[src/rtl/muldiv_pkg.sv]
// rtl/muldiv_pkg.sv - shared muldiv types and constants (state enum, widths, mode encodings)
package muldiv_pkg;

  typedef enum logic [1:0] {
    IDLE = 2'd0,
    CALC = 2'd1,
    DONE = 2'd2
  } md_state_t;

  localparam int MD_WIDTH = 16;
  localparam int MD_CNT_W = $clog2(MD_WIDTH + 1);

  localparam logic MD_UNSIGNED = 1'b0;
  localparam logic MD_SIGNED   = 1'b1;

endpackage

[src/rtl/seq_divider16_div_step.sv]
// rtl/seq_divider16_div_step.sv - one combinational restoring division iteration
module div_step
  import muldiv_pkg::*;
#(
  parameter int WIDTH = MD_WIDTH
) (
  input  logic [WIDTH-1:0] rem_in,
  input  logic             dvd_bit,
  input  logic [WIDTH-1:0] divisor,
  output logic [WIDTH-1:0] rem_out,
  output logic             q_bit
);

  logic [WIDTH:0]   shifted;
  logic [WIDTH+1:0] diff;

  // Shift the next dividend bit in, trial-subtract with an extra bit for the borrow,
  // keep the difference when non-negative, otherwise restore the shifted value.
  always_comb begin
    shifted = {rem_in, dvd_bit};
    diff    = {1'b0, shifted} - {2'b00, divisor};
    q_bit   = ~diff[WIDTH+1];
    rem_out = q_bit ? diff[WIDTH-1:0] : shifted[WIDTH-1:0];
  end

endmodule

[src/rtl/seq_divider16.sv]
// rtl/seq_divider16.sv - iterative restoring divider, 1 quotient bit/cycle; DIVIDER_REM_EN adds rem output
module seq_divider16
  import muldiv_pkg::*;
#(
  parameter int WIDTH = MD_WIDTH
) (
  input  logic             clk,
  input  logic             rst,
  input  logic             start,
  input  logic             mode,
  input  logic [WIDTH-1:0] num1,
  input  logic [WIDTH-1:0] num2,
  output logic             work,
  output logic             rdy,
  output logic [WIDTH-1:0] result
`ifdef DIVIDER_REM_EN
  ,
  output logic [WIDTH-1:0] rem
`endif
);

  localparam int              CNT_W     = $clog2(WIDTH + 1);
  localparam logic [CNT_W-1:0] LAST_STEP = CNT_W'(WIDTH - 1);

  md_state_t state_q, state_d;

  logic [WIDTH-1:0] dvd_q;      // dividend magnitude, quotient bits shift in at the bottom
  logic [WIDTH-1:0] dsr_q;      // divisor magnitude
  logic [WIDTH-1:0] prem_q;     // working partial remainder
  logic [CNT_W-1:0] cnt_q;
  logic             neg_quot_q;
  logic             div_zero_q;
`ifdef DIVIDER_REM_EN
  logic             neg_rem_q;
  logic [WIDTH-1:0] rem_fixed;
`endif

  logic             load;
  logic             last_step;
  logic [WIDTH-1:0] num1_mag;
  logic [WIDTH-1:0] num2_mag;
  logic [WIDTH-1:0] step_rem;
  logic             step_qbit;
  logic [WIDTH-1:0] quot_next;
  logic [WIDTH-1:0] quot_fixed;

  div_step #(.WIDTH(WIDTH)) u_div_step (
    .rem_in  (prem_q),
    .dvd_bit (dvd_q[WIDTH-1]),
    .divisor (dsr_q),
    .rem_out (step_rem),
    .q_bit   (step_qbit)
  );

  // Operand magnitudes at latch time; 0x8000 stays 0x8000 and is then treated as unsigned.
  always_comb begin
    num1_mag = (mode == MD_SIGNED && num1[WIDTH-1]) ? ({WIDTH{1'b0}} - num1) : num1;
    num2_mag = (mode == MD_SIGNED && num2[WIDTH-1]) ? ({WIDTH{1'b0}} - num2) : num2;
  end

  // Final quotient and sign fix-up; divide by zero forces all-ones regardless of signs.
  always_comb begin
    load       = (state_q == IDLE) && start;
    last_step  = (state_q == CALC) && (cnt_q == LAST_STEP);
    quot_next  = {dvd_q[WIDTH-2:0], step_qbit};
    quot_fixed = neg_quot_q ? ({WIDTH{1'b0}} - quot_next) : quot_next;
    if (div_zero_q) begin
      quot_fixed = {WIDTH{1'b1}};
    end
  end

`ifdef DIVIDER_REM_EN
  // Remainder follows the dividend sign; for a zero divisor this restores num1 exactly.
  always_comb begin
    rem_fixed = neg_rem_q ? ({WIDTH{1'b0}} - step_rem) : step_rem;
  end
`endif

  // State register.
  always_ff @(posedge clk or posedge rst) begin
    if (rst) begin
      state_q <= IDLE;
    end else begin
      state_q <= state_d;
    end
  end

  // Next state and handshake outputs; work is combinational in the start cycle so the stall begins at once.
  always_comb begin
    state_d = state_q;
    work    = 1'b0;
    rdy     = 1'b0;
    unique case (state_q)
      IDLE: begin
        if (start) begin
          work    = 1'b1;
          state_d = CALC;
        end
      end
      CALC: begin
        work = 1'b1;
        if (cnt_q == LAST_STEP) begin
          state_d = DONE;
        end
      end
      DONE: begin
        rdy     = 1'b1;
        state_d = IDLE;
      end
      default: state_d = IDLE;
    endcase
  end

  // Datapath: latch operands on accepted start, iterate in CALC, publish results as DONE is entered.
  always_ff @(posedge clk or posedge rst) begin
    if (rst) begin
      dvd_q      <= '0;
      dsr_q      <= '0;
      prem_q     <= '0;
      cnt_q      <= '0;
      neg_quot_q <= 1'b0;
      div_zero_q <= 1'b0;
      result     <= '0;
`ifdef DIVIDER_REM_EN
      neg_rem_q  <= 1'b0;
      rem        <= '0;
`endif
    end else begin
      if (load) begin
        dvd_q      <= num1_mag;
        dsr_q      <= num2_mag;
        prem_q     <= '0;
        cnt_q      <= '0;
        neg_quot_q <= (mode == MD_SIGNED) && (num1[WIDTH-1] ^ num2[WIDTH-1]);
        div_zero_q <= (num2 == '0);
`ifdef DIVIDER_REM_EN
        neg_rem_q  <= (mode == MD_SIGNED) && num1[WIDTH-1];
`endif
      end else if (state_q == CALC) begin
        dvd_q  <= quot_next;
        prem_q <= step_rem;
        cnt_q  <= cnt_q + 1'b1;
        if (last_step) begin
          result <= quot_fixed;
`ifdef DIVIDER_REM_EN
          rem    <= rem_fixed;
`endif
        end
      end
    end
  end

endmodule

[config.mk]
export PLATFORM = sky130hd
export DESIGN_NAME = seq_divider16
export DESIGN_NICKNAME = d
export VERILOG_FILES = /design/src/rtl/muldiv_pkg.sv /design/src/rtl/seq_divider16_div_step.sv /design/src/rtl/seq_divider16.sv
export SDC_FILE = /design/constraint.sdc
export NUM_CORES = 1
export LEC_CHECK = 0
export BUFFER_PORTS_ARGS = -buffer_cell sky130_fd_sc_hd__clkbuf_2
export CORE_MARGIN = 10
export CORE_UTILIZATION = 45
export DETAILED_ROUTE_END_ITERATION = 10
export HOLD_SLACK_MARGIN = 0.1
export PLACE_DENSITY = 0.7
export SLEW_MARGIN = 10
export SYNTH_ARGS = -nofsm -noshare
export SYNTH_HDL_FRONTEND = slang
export SYNTH_SLANG_ARGS = --single-unit
[constraint.sdc]
create_clock -name clk -period 4.1 [get_ports clk]
set_input_delay 0.615 -clock clk [delete_from_list [all_inputs] [get_ports clk]]
set_output_delay 0.615 -clock clk [all_outputs]
set_load 0.02 [all_outputs]
==> out/metrics.json <==
{
  "synth_cells": 554,
  "critical_path_arrival_ns": 3.33,
  "clkSlewWorstSetupHoldPaths_ns": 0.08,
  "die_width_microns": 123,
  "tritoncts": "done",
  "internal-power_mw": 2.41,
  "cts_repair_resize_count": 0,
  "postRouteAntennaNets": 0,
  "yosysWarnings": 0,
  "combined_global_route_utilization_of_all_metal_layers_pct": 16.3,
  "worstReg2RegStart": "dsr_q[1]",
  "run_status": "finished, final reports clean",
  "cp.required_ns": 4.31,
  "gpl.final_weighted_congestion": 0.862,
  "master_cell_of_the_clock_root_buffer": "sky130_fd_sc_hd__clkbuf_8",
  "worst-setup-path-type": "reg2reg",
  "insertedDiodeCount": 0,
  "critical_path.startpoint_type": "flip-flop",
  "hold_class": "in2async",
  "placedInstanceArea_sq_um": 5130,
  "coreArea_sq_um": 10400,
  "synth_top_flop_cell": "sky130_fd_sc_hd__dfrtp_1",
  "area_delta_synth_final_pct": 10.5,
  "numCtsBuffers": 9,
  "clock_sink_count": 73,
  "power-per-cell-area_nw_per_um2": 858,
  "final_core_util_pct": 51.1,
  "routed_wire_length_per_instance_microns": 16.7,
  "slew_headroom_pct": 28.7,
  "post_synth_top_area_share_pct": 38.1,
  "max_slew.worst_pin.slew_ns": 1.07,
  "detailed_place_hpwl_microns": 9190,
  "final_nets": 652,
  "critical_path.endpoint_type": "flip-flop",
  "synth.yosys.seq_area_share_pct": 38.1,
  "grt_overflow": 0,
  "netlist.top_cell.by_area": "sky130_fd_sc_hd__dfrtp_1",
  "buffer_ports.inserted": 53,
  "reg2regPathDepth": 13,
  "via_per_instance_ratio": 5.77,
  "unrepaired_setup_endpoints_after_global_routing": "false",
  "first_iter_violations": 272,
  "finalHoldViolCount": 0,
  "achievable-frequency_mhz": 320,
  "grt_first_pass_wirelength_microns": 20200,
  "postSynthNetCount": 612,
  "yosys.cell_types.count": 66,
  "insertion_delay_ns": 0.36,
  "post_synth_main_area_contributors": "sky130_fd_sc_hd__dfrtp_1 (38%), sky130_fd_sc_hd__ha_1 (5.5%), sky130_fd_sc_hd__xnor2_1 (4.6%), sky130_fd_sc_hd__xor2_1 (4.0%), sky130_fd_sc_hd__nand2_1 (4.0%)",
  "synth-async-reset-ratio_pct": 100,
  "post_cts.repair.setup_buffers": 0,
  "final_max_slew_viol_count": 0,
  "netSwitchingPower_mw": 2.13,
  "layout-drive-gt1-share_pct": 14.4,
  "final_min_period_over_clock_period_pct": 76.2,
  "worst_r2r_endpoint": "result[12]",
  "floorplan.die.height_microns": 123,
  "r2r_setup_slack_ns": 0.98,
  "n_fill_cell": 980,
  "synth.avg_cell_area_sq_um": 8.65,
  "worst_clock_skew_ns": 0.00947,
  "grt_max_degree": 43,
  "number_of_antenna_violations_at_the_first_check_in_global_routing": 0,
  "final.setup.tns_ns": 0,
  "ios": 54,
  "pwr-share-comb_pct": 57.3,
  "clockBufferDepth": 2,
  "start_util_pct": 46.2,
  "max-cap-violations": 0,
  "h_tree_levels": 3,
  "pwr-share-seq_pct": 31.6,
  "report.final.setup_viol": 0,
  "fin_crit_ns": 3.12,
  "rows": 37,
  "vdd_drop_max_mv": 0.248,
  "design.die.area_sq_um": 15200,
  "p_sw_share_pct": 46.9,
  "first_global_vias": 4116,
  "firstDrtPassIters": 4,
  "yosys_register_bits": 73,
  "combined_area_of_all_synthesized_cells_sq_um": 4790,
  "design_power_total_mw": 4.54,
  "ctsHoldBuffers": 0,
  "drc": 0,
  "cellLeakagePower_nw": 2.41,
  "clockPowerShare_pct": 11.1,
  "route.vias.total": 4237,
  "post-route-cell-area_sq_um": 5300,
  "timing.critical_path.fanout_max": 16,
  "drt-total-wl_microns": 12200,
  "synth_enable_flop_cells": 0
}
[metal layers]
| metal | vias up | global-route usage, % | routed length [microns] |
|---|---|---|---|
| li1 | 2064 | - | - |
| met3 | 11 | 3.28 | 617 |
| met1 | 2046 | 23.1 | 6060 |
| met2 | 116 | 24.5 | 5410 |
| met4 | 0 | 5.24 | 163 |
| met5 | - | 0 | 0 |
[kinds of logic (layout without fill, tap and decap cells)]
kind of cell             after synthesis  in the layout  synth area share, %
multiplexers                          13             13                 2.74
XOR/XNOR                              47             47                 8.59
adder cells (fa/ha/maj)               22             22                 5.90
flip-flops                            73             73                 38.1
buffers and inverters                 64            108                 5.43
AO/OA/AOI/OAI                        158            158                 21.3
AND/OR/NAND/NOR                      177            177                 18.0
[power groups by stage]
stage          Sequential [mW]  Clock, mW  Combinational (mW)
2_1_floorplan             1.38          0                2.04
3_3_place_gp              1.42          0                2.51
3_5_place_dp              1.44          0                2.58
4_1_cts                   1.42      0.512                2.59
5_1_grt                   1.48      0.542                2.91
6_report                  1.44      0.505                2.60
[metrics by stage]
stage / setup WS, ns / cells / hold slack (ns)
2_1_floorplan: 1.18 / 554 / 0.450
6_report: 0.976 / 734 / 0.434
4_1_cts: 0.976 / 734 / 0.455
3_5_place_dp: 0.999 / 719 / 0.471
5_1_grt: 0.732 / 734 / 0.504
3_3_place_gp: 1.16 / 719 / 0.464
[cell type report]
type	count	area, sq um	area share [%]
clock buffers	12	145	2.74
flip-flops and latches	73	1830	34.5
multi-input cells	417	2710	51.1
repair buffers	56	288	5.43
inverters	37	141	2.67
clock inverters	3	17.5	0.331
well taps	136	170	3.21
[cells in the final DEF, fill, tap and decap left out, drive strengths merged, types with 3 or more instances in the layout]
master	instances
mux2i	12
nor2b	6
nor2	49
a31oi	5
a21oi	38
inv	37
o22ai	5
nor3	15
o2111ai	3
clkbuf	65
nor4	8
a21o	7
dfrtp	73
nor4b	3
nand2	51
nand2b	6
o32ai	4
ha	21
and3	11
nand3	11
or3	5
o21a	3
a32oi	7
xnor2	25
a22o	3
or2	4
buf	3
o41ai	4
o21ai	52
a22oi	7
xor2	22
[flip-flops by register name (all words and copies together), names as in the netlist]
signal,cells
state_q,2
div_zero_q,1
prem_q,16
dsr_q,16
result,16
dvd_q,16
neg_quot_q,1
cnt_q,5
[Yosys cell counts, types with 11 or more instances]
library cell,instances
sky130_fd_sc_hd__a21oi_1,38
sky130_fd_sc_hd__and3_1,11
sky130_fd_sc_hd__clkbuf_1,21
sky130_fd_sc_hd__dfrtp_1,73
sky130_fd_sc_hd__ha_1,21
sky130_fd_sc_hd__inv_1,34
sky130_fd_sc_hd__mux2i_1,12
sky130_fd_sc_hd__nand2_1,51
sky130_fd_sc_hd__nand3_1,11
sky130_fd_sc_hd__nor2_1,49
sky130_fd_sc_hd__nor3_1,15
sky130_fd_sc_hd__o21ai_0,36
sky130_fd_sc_hd__o21ai_1,15
sky130_fd_sc_hd__xnor2_1,25
sky130_fd_sc_hd__xor2_1,22
[worst max-delay path by stage]
stage	startpoint	to	cells after the start
after floorplan	dsr_q[1]	result[1]	13
after global placement	dsr_q[1]	result[12]	13
after detailed placement	prem_q[2]	result[12]	12
after CTS	dsr_q[1]	result[12]	13
after global routing	dsr_q[1]	result[12]	13
final	dsr_q[1]	result[12]	13
[worst max-delay path, cell delays in order, from the launching register on]
cell	delay, ns
sky130_fd_sc_hd__dfrtp_1	0.40
sky130_fd_sc_hd__inv_1	0.06
sky130_fd_sc_hd__ha_1	0.27
sky130_fd_sc_hd__nor2b_2	0.15
sky130_fd_sc_hd__o2111ai_1	0.27
sky130_fd_sc_hd__a2111o_1	0.19
sky130_fd_sc_hd__and3_1	0.33
sky130_fd_sc_hd__o21ai_4	0.09
sky130_fd_sc_hd__inv_4	0.20
sky130_fd_sc_hd__ha_1	0.28
sky130_fd_sc_hd__nand2_1	0.10
sky130_fd_sc_hd__o41ai_1	0.32
sky130_fd_sc_hd__xor2_1	0.20
sky130_fd_sc_hd__a21oi_1	0.09
Power figures use the tool's default switching activity.
